**src/rtl/encap_ct_streamer_pkg.sv**
```systemverilog
// Shared definitions for the ciphertext streamer: section encodings,
// controller states and the per-parameter-set code length table.
`ifndef ENCAP_CT_STREAMER_CLOG2
`define ENCAP_CT_STREAMER_CLOG2
`define CLOG2(x) $clog2(x)
`endif

package encap_ct_streamer_pkg;

  // Section encodings shared by encap_out_type and dout_sect.
  typedef enum logic [1:0] {
    SEC_NONE = 2'd0,
    SEC_D    = 2'd1,
    SEC_U    = 2'd2,
    SEC_V    = 2'd3
  } sect_e;

  // Controller states, exported on the debug port.
  typedef enum logic [2:0] {
    ST_IDLE  = 3'd0,
    ST_RD    = 3'd1,
    ST_WAIT  = 3'd2,
    ST_SHIFT = 3'd3,
    ST_DONE  = 3'd4
  } state_e;

  // Code length N in bits for each parameter set.
  localparam int N_HQC128 = 17669;
  localparam int N_HQC192 = 35851;
  localparam int N_HQC256 = 57637;

  // Number of 32-bit words making up the d section.
  localparam int D_WORDS = 16;

endpackage

```
**src/rtl/encap_ct_streamer_if.sv**
```systemverilog
// Bundles the encap read port and the outgoing ciphertext byte stream.
// Stream handshake: a word moves when dout_valid && dout_ready at a rising
// clk edge; once dout_valid is raised, dout/keep/sect/last/valid stay
// unchanged until that transfer happens.
interface encap_ct_streamer_if #(
  parameter int RAMWIDTH     = 256,
  parameter int LOG_RAMDEPTH = 7
);
  logic [1:0]              encap_out_type;
  logic                    encap_out_en;
  logic [LOG_RAMDEPTH-1:0] encap_out_addr;
  logic [RAMWIDTH-1:0]     encap_out;
  logic [31:0]             dout;
  logic [3:0]              dout_keep;
  logic [1:0]              dout_sect;
  logic                    dout_last;
  logic                    dout_valid;
  logic                    dout_ready;

  modport master (
    output encap_out_type, encap_out_en, encap_out_addr,
    input  encap_out,
    output dout, dout_keep, dout_sect, dout_last, dout_valid,
    input  dout_ready
  );

  modport slave (
    input  encap_out_type, encap_out_en, encap_out_addr,
    output encap_out,
    input  dout, dout_keep, dout_sect, dout_last, dout_valid,
    output dout_ready
  );
endinterface

```
**src/rtl/encap_ct_streamer.sv**
```systemverilog
// Reads u, v and d out of the encap core memories and re-emits them as a
// 32-bit byte stream with byte keep and per-section last flags.
module encap_ct_streamer
  import encap_ct_streamer_pkg::*;
#(
  parameter string parameter_set = "hqc128",
  parameter int    RAMWIDTH      = 256
) (
  input  logic   clk,
  input  logic   rst,
  input  logic   start,
  output logic   busy,
  output logic   done,
  output state_e dbg_state,
  encap_ct_streamer_if.master bus
);

  localparam int N = (parameter_set == "hqc256") ? N_HQC256 :
                     (parameter_set == "hqc192") ? N_HQC192 : N_HQC128;
  localparam int N_B          = N + (8 - N % 8) % 8;
  localparam int RAMDEPTH     = (N + (RAMWIDTH - N % RAMWIDTH) % RAMWIDTH) / RAMWIDTH;
  localparam int LOG_RAMDEPTH = `CLOG2(RAMDEPTH);
  localparam int LAST_BYTES   = (N_B - (RAMDEPTH - 1) * RAMWIDTH) / 8;
  localparam int NCHUNK_FULL  = RAMWIDTH / 32;
  localparam int NCHUNK_LAST  = (LAST_BYTES + 3) / 4;
  localparam int LAST_REM     = LAST_BYTES % 4;
  localparam int CW           = (NCHUNK_FULL > 1) ? $clog2(NCHUNK_FULL) : 1;
  localparam logic [3:0] LAST_KEEP = (LAST_REM == 0) ? 4'hF : 4'((1 << LAST_REM) - 1);

  state_e                  state_q, state_d;
  sect_e                   sect_q, sect_d;
  logic [LOG_RAMDEPTH-1:0] addr_q, addr_d;
  logic [CW-1:0]           chunk_q, chunk_d;
  logic [RAMWIDTH-1:0]     buf_q, buf_d;

  logic                    last_addr;
  logic                    last_chunk;
  logic [CW-1:0]           last_idx;
  logic [3:0]              keep;
  logic [31:0]             raw;
  logic [31:0]             data;
  logic                    fire;

  assign dbg_state = state_q;

  // State, position and word buffer; rst drops everything back to IDLE.
  always_ff @(posedge clk) begin
    if (rst) begin
      state_q <= ST_IDLE;
      sect_q  <= SEC_NONE;
      addr_q  <= '0;
      chunk_q <= '0;
      buf_q   <= '0;
    end else begin
      state_q <= state_d;
      sect_q  <= sect_d;
      addr_q  <= addr_d;
      chunk_q <= chunk_d;
      buf_q   <= buf_d;
    end
  end

  // Chunk selection, tail-word keep and zeroing of padding bytes.
  always_comb begin
    if (sect_q == SEC_D) last_addr = (addr_q == LOG_RAMDEPTH'(D_WORDS - 1));
    else                 last_addr = (addr_q == LOG_RAMDEPTH'(RAMDEPTH - 1));
    if (sect_q == SEC_D) last_idx = '0;
    else if (last_addr)  last_idx = CW'(NCHUNK_LAST - 1);
    else                 last_idx = CW'(NCHUNK_FULL - 1);
    last_chunk = (chunk_q == last_idx);
    keep = (sect_q != SEC_D && last_addr && last_chunk) ? LAST_KEEP : 4'hF;
    raw = '0;
    for (int i = 0; i < NCHUNK_FULL; i++) begin
      if (chunk_q == CW'(i)) raw = buf_q[32*i +: 32];
    end
    data = '0;
    for (int b = 0; b < 4; b++) begin
      data[8*b +: 8] = keep[b] ? raw[8*b +: 8] : 8'h00;
    end
  end

  // Controller: next state, position updates and all port outputs.
  always_comb begin
    state_d = state_q;
    sect_d  = sect_q;
    addr_d  = addr_q;
    chunk_d = chunk_q;
    buf_d   = buf_q;
    fire    = 1'b0;
    busy    = 1'b0;
    done    = 1'b0;
    bus.encap_out_en   = 1'b0;
    bus.encap_out_type = 2'b00;
    bus.encap_out_addr = '0;
    bus.dout       = '0;
    bus.dout_keep  = 4'h0;
    bus.dout_sect  = 2'b00;
    bus.dout_last  = 1'b0;
    bus.dout_valid = 1'b0;
    case (state_q)
      ST_IDLE: begin
        if (start) begin
          sect_d  = SEC_U;
          addr_d  = '0;
          chunk_d = '0;
          state_d = ST_RD;
        end
      end
      ST_RD: begin
        busy = 1'b1;
        bus.encap_out_en   = 1'b1;
        bus.encap_out_type = sect_q;
        bus.encap_out_addr = addr_q;
        state_d = ST_WAIT;
      end
      ST_WAIT: begin
        busy    = 1'b1;
        buf_d   = bus.encap_out;
        chunk_d = '0;
        state_d = ST_SHIFT;
      end
      ST_SHIFT: begin
        busy = 1'b1;
        bus.dout       = data;
        bus.dout_keep  = keep;
        bus.dout_sect  = sect_q;
        bus.dout_last  = last_addr && last_chunk;
        bus.dout_valid = 1'b1;
        fire = bus.dout_ready;
        if (fire) begin
          if (!last_chunk) begin
            chunk_d = chunk_q + 1'b1;
          end else if (!last_addr) begin
            addr_d  = addr_q + 1'b1;
            state_d = ST_RD;
          end else if (sect_q == SEC_U) begin
            sect_d  = SEC_V;
            addr_d  = '0;
            state_d = ST_RD;
          end else if (sect_q == SEC_V) begin
            sect_d  = SEC_D;
            addr_d  = '0;
            state_d = ST_RD;
          end else begin
            state_d = ST_DONE;
          end
        end
      end
      ST_DONE: begin
        done    = 1'b1;
        state_d = ST_IDLE;
      end
      default: state_d = ST_IDLE;
    endcase
  end

endmodule

```
**src/flat_wrapper.sv**
```systemverilog
// flat-port wrapper written by rule: the top's interface ports become plain ports
module encap_ct_streamer_flat import encap_ct_streamer_pkg::*;
#(
  parameter string parameter_set = "      ",
  parameter int    RAMWIDTH      = 256
)
  (clk, rst, start, busy, done, dbg_state, bus_encap_out_type, bus_encap_out_en, bus_encap_out_addr, bus_encap_out, bus_dout, bus_dout_keep, bus_dout_sect, bus_dout_last, bus_dout_valid, bus_dout_ready);
  encap_ct_streamer_if #(.RAMWIDTH(RAMWIDTH), .LOG_RAMDEPTH((7))) bus_i ();
  input  logic clk;
  input  logic rst;
  input  logic start;
  output logic busy;
  output logic done;
  output state_e dbg_state;
  output wire logic [$bits(bus_i.encap_out_type)-1:0] bus_encap_out_type;
  output wire logic [$bits(bus_i.encap_out_en)-1:0] bus_encap_out_en;
  output wire logic [$bits(bus_i.encap_out_addr)-1:0] bus_encap_out_addr;
  input wire logic [$bits(bus_i.encap_out)-1:0] bus_encap_out;
  output wire logic [$bits(bus_i.dout)-1:0] bus_dout;
  output wire logic [$bits(bus_i.dout_keep)-1:0] bus_dout_keep;
  output wire logic [$bits(bus_i.dout_sect)-1:0] bus_dout_sect;
  output wire logic [$bits(bus_i.dout_last)-1:0] bus_dout_last;
  output wire logic [$bits(bus_i.dout_valid)-1:0] bus_dout_valid;
  input wire logic [$bits(bus_i.dout_ready)-1:0] bus_dout_ready;
  assign bus_encap_out_type = bus_i.encap_out_type;
  assign bus_encap_out_en = bus_i.encap_out_en;
  assign bus_encap_out_addr = bus_i.encap_out_addr;
  assign bus_i.encap_out = bus_encap_out;
  assign bus_dout = bus_i.dout;
  assign bus_dout_keep = bus_i.dout_keep;
  assign bus_dout_sect = bus_i.dout_sect;
  assign bus_dout_last = bus_i.dout_last;
  assign bus_dout_valid = bus_i.dout_valid;
  assign bus_i.dout_ready = bus_dout_ready;
  encap_ct_streamer #(.parameter_set(parameter_set), .RAMWIDTH(RAMWIDTH)) u_core (.clk(clk), .rst(rst), .start(start), .busy(busy), .done(done), .dbg_state(dbg_state), .bus(bus_i));
endmodule
```
**config.mk**
```make
export PLATFORM = sky130hd
export DESIGN_NAME = encap_ct_streamer_flat
export DESIGN_NICKNAME = d
export VERILOG_FILES = /design/src/rtl/encap_ct_streamer_pkg.sv /design/src/rtl/encap_ct_streamer_if.sv /design/src/rtl/encap_ct_streamer.sv /design/src/flat_wrapper.sv
export SDC_FILE = /design/constraint.sdc
export NUM_CORES = 1
export LEC_CHECK = 0
export CAP_MARGIN = 20
export CORE_ASPECT_RATIO = 1.4
export CORE_MARGIN = 5
export CORE_UTILIZATION = 49
export CTS_CLUSTER_DIAMETER = 200
export DETAILED_ROUTE_END_ITERATION = 6
export MAX_ROUTING_LAYER = met4
export PLACE_DENSITY = 0.81
export SYNTH_ARGS = -nofsm -noshare
export SYNTH_HDL_FRONTEND = slang
export SYNTH_SLANG_ARGS = --single-unit
export TNS_END_PERCENT = 20
```
**constraint.sdc**
```tcl
create_clock -name clk -period 3.4 [get_ports clk]
set_clock_uncertainty 0.05 [all_clocks]
set_input_delay 1.02 -clock clk [delete_from_list [all_inputs] [get_ports clk]]
set_output_delay 1.02 -clock clk [all_outputs]
set_load 0.02 [all_outputs]
```
==> impl_summary.txt <==
----------------------------------------------------
[Run status]
  Result of the run ... finished with violations
  Failing checks ... negative setup slack

[Clock tree]
  Clock network latency to the later pin of the worst-skew pair ... 0.54 ns
  TritonCTS clock tree ... done
  Clock transition time at the flip-flop clock pins of the worst setup and hold paths ... 0.07 ns
  H-Tree Depth ... 1
  TritonCTS sink count ... 271
  Maximum root-to-sink buffer count ... 3
  Library cell used as clock root buffer ... clkbuf_16
  Inserted Clock Buffers ... 26

[Worst setup path]
  Cells on worst reg2reg path ... 5
  CP max stage delay ... 0.39 ns
  Required @ worst endpoint ... 2.33 ns
  Critical Path Most Common Cell ... buf_12
  Highest-delay cell along the critical path ... dfxtp_4
  Chain of cells forming the critical path ... inv_6 -> ha_4 -> nor3b_4 -> buf_6 -> buf_12 -> buf_12 -> a22oi_1 -> a211o_1 -> a31o_1 -> a21oi_2 -> buf_4
  Setup slack of the most critical reg-to-reg path ... 1.14 ns
  Critical path launch point type ... register
  Endpoint type of the worst setup path ... output port
  Critical register-to-register path startpoint ... u_core.addr_q[5]
  FF-to-FF End ... u_core.addr_q[6]
  Crit-path max FO ... 6
  Start-to-end type of the worst setup path ... register to output port
  Data arrival time at the worst-slack endpoint ... 2.64 ns

[Logic synthesis]
  Post-synth design cell area ... 11800 um2
  Share of the synthesized area in the top cell type ... 0.458
  Mapped Avg Cell Area ... 7.49 um2
  Synth Flop Type ... dfxtp_1
  Main area contributors after synthesis ... dfxtp_1, nand2_1, a21oi_1
  Sequential element share of the synthesized area ... 0.458
  Synth cell count leaders ... nand2_1, a21oi_1, dfxtp_1
  Cell count after synthesis ... 1580
  Async S/R FF share, synth ... 0
  Yosys synthesis warning count ... 0
  Total of flip-flops plus latches after synthesis ... 271
  Post-synth EDFFs ... 0
  Mapped Nets ... 1847
  Most common cell in the synthesized netlist ... nand2_1
  Top cell type by total area after synthesis ... dfxtp_1
  Count of different cell masters after synthesis ... 57

[Timing]
  Final hold violation count ... 0
  Highest clock rate ... 270 MHz
  Max-slew violation count ... 0
  Total of endpoints with negative setup slack in the final report ... 32
  Max-Slew Margin vs Limit ... 0.398
  Worst hold margin ... 0.403 ns
  Worst slew pin tran ... 0.904 ns
  Minimum clock period ... 3.71 ns
  Unrepaired setup endpoints after global routing ... true
  Share of the clock period used by the worst path after layout ... 1.09
  Slack of the critical path ... -0.308 ns

[Floorplanning]
  Initial Utilization ... 0.495
  Die height ... 194 um
  Die Area ... 27400 um2
  Number of placement rows ... 67
  Count of boundary I/O pins ... 315
  Placeable core region ... 23900 um2
  Horizontal die dimension ... 141 um

[Worst hold path]
  Cell depth of the worst hold path ... 2
  Hold Path End ... u_core.buf_q[247]
  Start point of the worst min-delay path ... u_core.buf_q[247]
  Min-delay worst type ... register to register

[Drt]
  Via total after detailed routing ... 12400
  First-pass detailed-route iteration total ... 7
  Routed WL ... 41.5 mm
  Via-per-instance ratio ... 5.64
  Remaining antenna violation count after routing ... 0
  Iter 0 DRT Violations ... 1276
  DRC violations left ... 0
  Mean routed wirelength per cell ... 18.8 um

[Global routing]
  Grt total ovfl ... 0
  Largest net degree at the start of global routing ... 182
  Vias in the first global route ... 11900
  Number of antenna violations at the first check in global routing ... 8
  Global router's overall resource usage ... 0.292
  First-pass GRT wire length ... 63.5 mm

[Pwr]
  Leakage ... 5.82 nW
  Part of the total power dissipated in combinational logic ... 0.132
  Worst IR Drop VDD ... 0.429 mV
  Cell internal pwr ... 5.61 mW
  Switch Pwr ... 1.87 mW
  Share of total power in the clock network ... 0.407
  Register share of total power ... 0.461
  Switching part of the total power ... 0.250
  P per Cell Area ... 445 nW/um2

[Placed design]
  Number of I/O port buffers ... 314
  Total half-perimeter wirelength after legalization and detailed placement ... 29.3 mm
  Last weighted congestion value of the routability-driven placer ... 1.02

[Finish]
  Area growth, synth to finish ... 42.1%
  Final Net Count ... 2131
  Final Core Density ... 0.704
  Proportion of layout cells with a drive suffix above 1 ... 0.119

[Run]
  Count of maximum capacitance violations ... 0

----------------------------------------------------
how the worst max path moves through the flow:
stage	from	endpoint	slack, ns	depth (start not counted)
CTS	u_core.chunk_q[1]	bus_dout[11]	-0.27	11
finish	u_core.chunk_q[1]	bus_dout[16]	-0.31	11
global route	u_core.chunk_q[1]	bus_dout[6]	-0.38	8
global placement	u_core.chunk_q[1]	bus_dout[7]	-0.32	10
detailed placement	u_core.chunk_q[1]	bus_dout[7]	-0.39	10
floorplan	u_core.chunk_q[0]	bus_dout[11]	0.09	8
final cells by class:
type | count | area [um2]
inverters | 10 | 42.5
repair buffers | 394 | 3980
clock buffers | 33 | 708
multi-input cells | 1161 | 6070
well taps | 310 | 388
diodes | 8 | 20.0
flip-flops and latches | 271 | 5440
clock inverters | 14 | 181
fillers | 1924 | 7070
layer usage:
metal	share of wire	vias up	track usage	routed length (um)
li1	-	5960	-	-
met1	0.41	5803	0.381	17100
met2	0.47	579	0.461	19500
met3	0.087	79	0.0491	3590
met4	0.031	0	0.100	1300
met5	0	-	-	0
sequential cells by signal (all words and copies together), names as in the netlist:
| signal | flops |
|---|---|
| u_core.sect_q | 2 |
| u_core.buf_q | 256 |
| u_core.addr_q | 7 |
| u_core.dbg_state | 3 |
| u_core.chunk_q | 3 |
cells in the final DEF (no fill, tap or decap), drive strengths merged, types with 4 or more instances in the layout:
master,synthesis,layout
a32o,4,4
nand3b,10,10
nor2,34,34
a22oi,48,48
o21ai,7,7
nand3,7,7
bufinv,0,4
clkdlybuf4s50,0,277
diode,0,8
nor3,10,10
and2,10,10
dfxtp,271,271
nor3b,4,4
a21o,10,10
inv,10,10
a211o,28,28
clkbuf,123,35
nand2,579,579
ha,7,7
buf,15,115
nand2b,5,5
a21oi,302,302
o221ai,32,32
clkinv,0,7
a31o,24,24
a222oi,8,8
logic make-up (layout without fill, tap and decap cells):
group,Yosys count,after routing,share of synthesized area
adders and majority gates,7,7,0.00740
buffers and inverters,148,451,0.0497
DFF,271,271,0.458
other,0,8,0
AOI/OAI and AO/OA,476,476,0.252
muxes,1,1,0.000846
and+or+nand+nor,677,677,0.232
power groups by stage:
stage                     clock, mW  sequential (mW)  combinational (mW)
after floorplan                   0             3.47               0.484
after global placement            0             3.50               0.939
after detailed placement          0             3.51               0.955
after CTS                      3.05             3.44               0.981
after global routing           3.19             3.46                1.07
final                          3.05             3.44               0.987
what timing repair did:
| item | 4_1_cts | 5_1_grt |
|---|---|---|
| endpoints found under the hold margin | 0 | 0 |
| gates cloned | 2 | 0 |
| hold buffers | 0 | 0 |
| setup endpoints to repair | 44 | 44 |
| gates resized for setup | 234 | 17 |
| setup buffers | 5 | 1 |
| pin swaps | 54 | 11 |
stage by stage:
step                      instance area (um2)  setup TNS, ns  total power [mW]  setup slack (ns)  instances
after floorplan                         11800              0              3.96            0.0888       1580
after global placement                  15600          -7.60              4.44            -0.318       2139
after detailed placement                15600         -10.43              4.46            -0.394       2139
after CTS                               16800          -7.00              7.47            -0.271       2193
after global routing                    16800          -9.77              7.72            -0.379       2201
final                                   16800          -7.38              7.48            -0.308       2201
critical path: cells and delay by family (launching register included):
| family | cells | cell delay (ns) |
|---|---|---|
| AO/OA/AOI/OAI | 4 | 0.71 |
| buffers and inverters | 5 | 0.59 |
| flip-flops | 1 | 0.39 |
| AND/OR/NAND/NOR | 1 | 0.21 |
| adder cells (fa/ha/maj) | 1 | 0.17 |
Note: power is estimated with default switching activity, not from simulation.
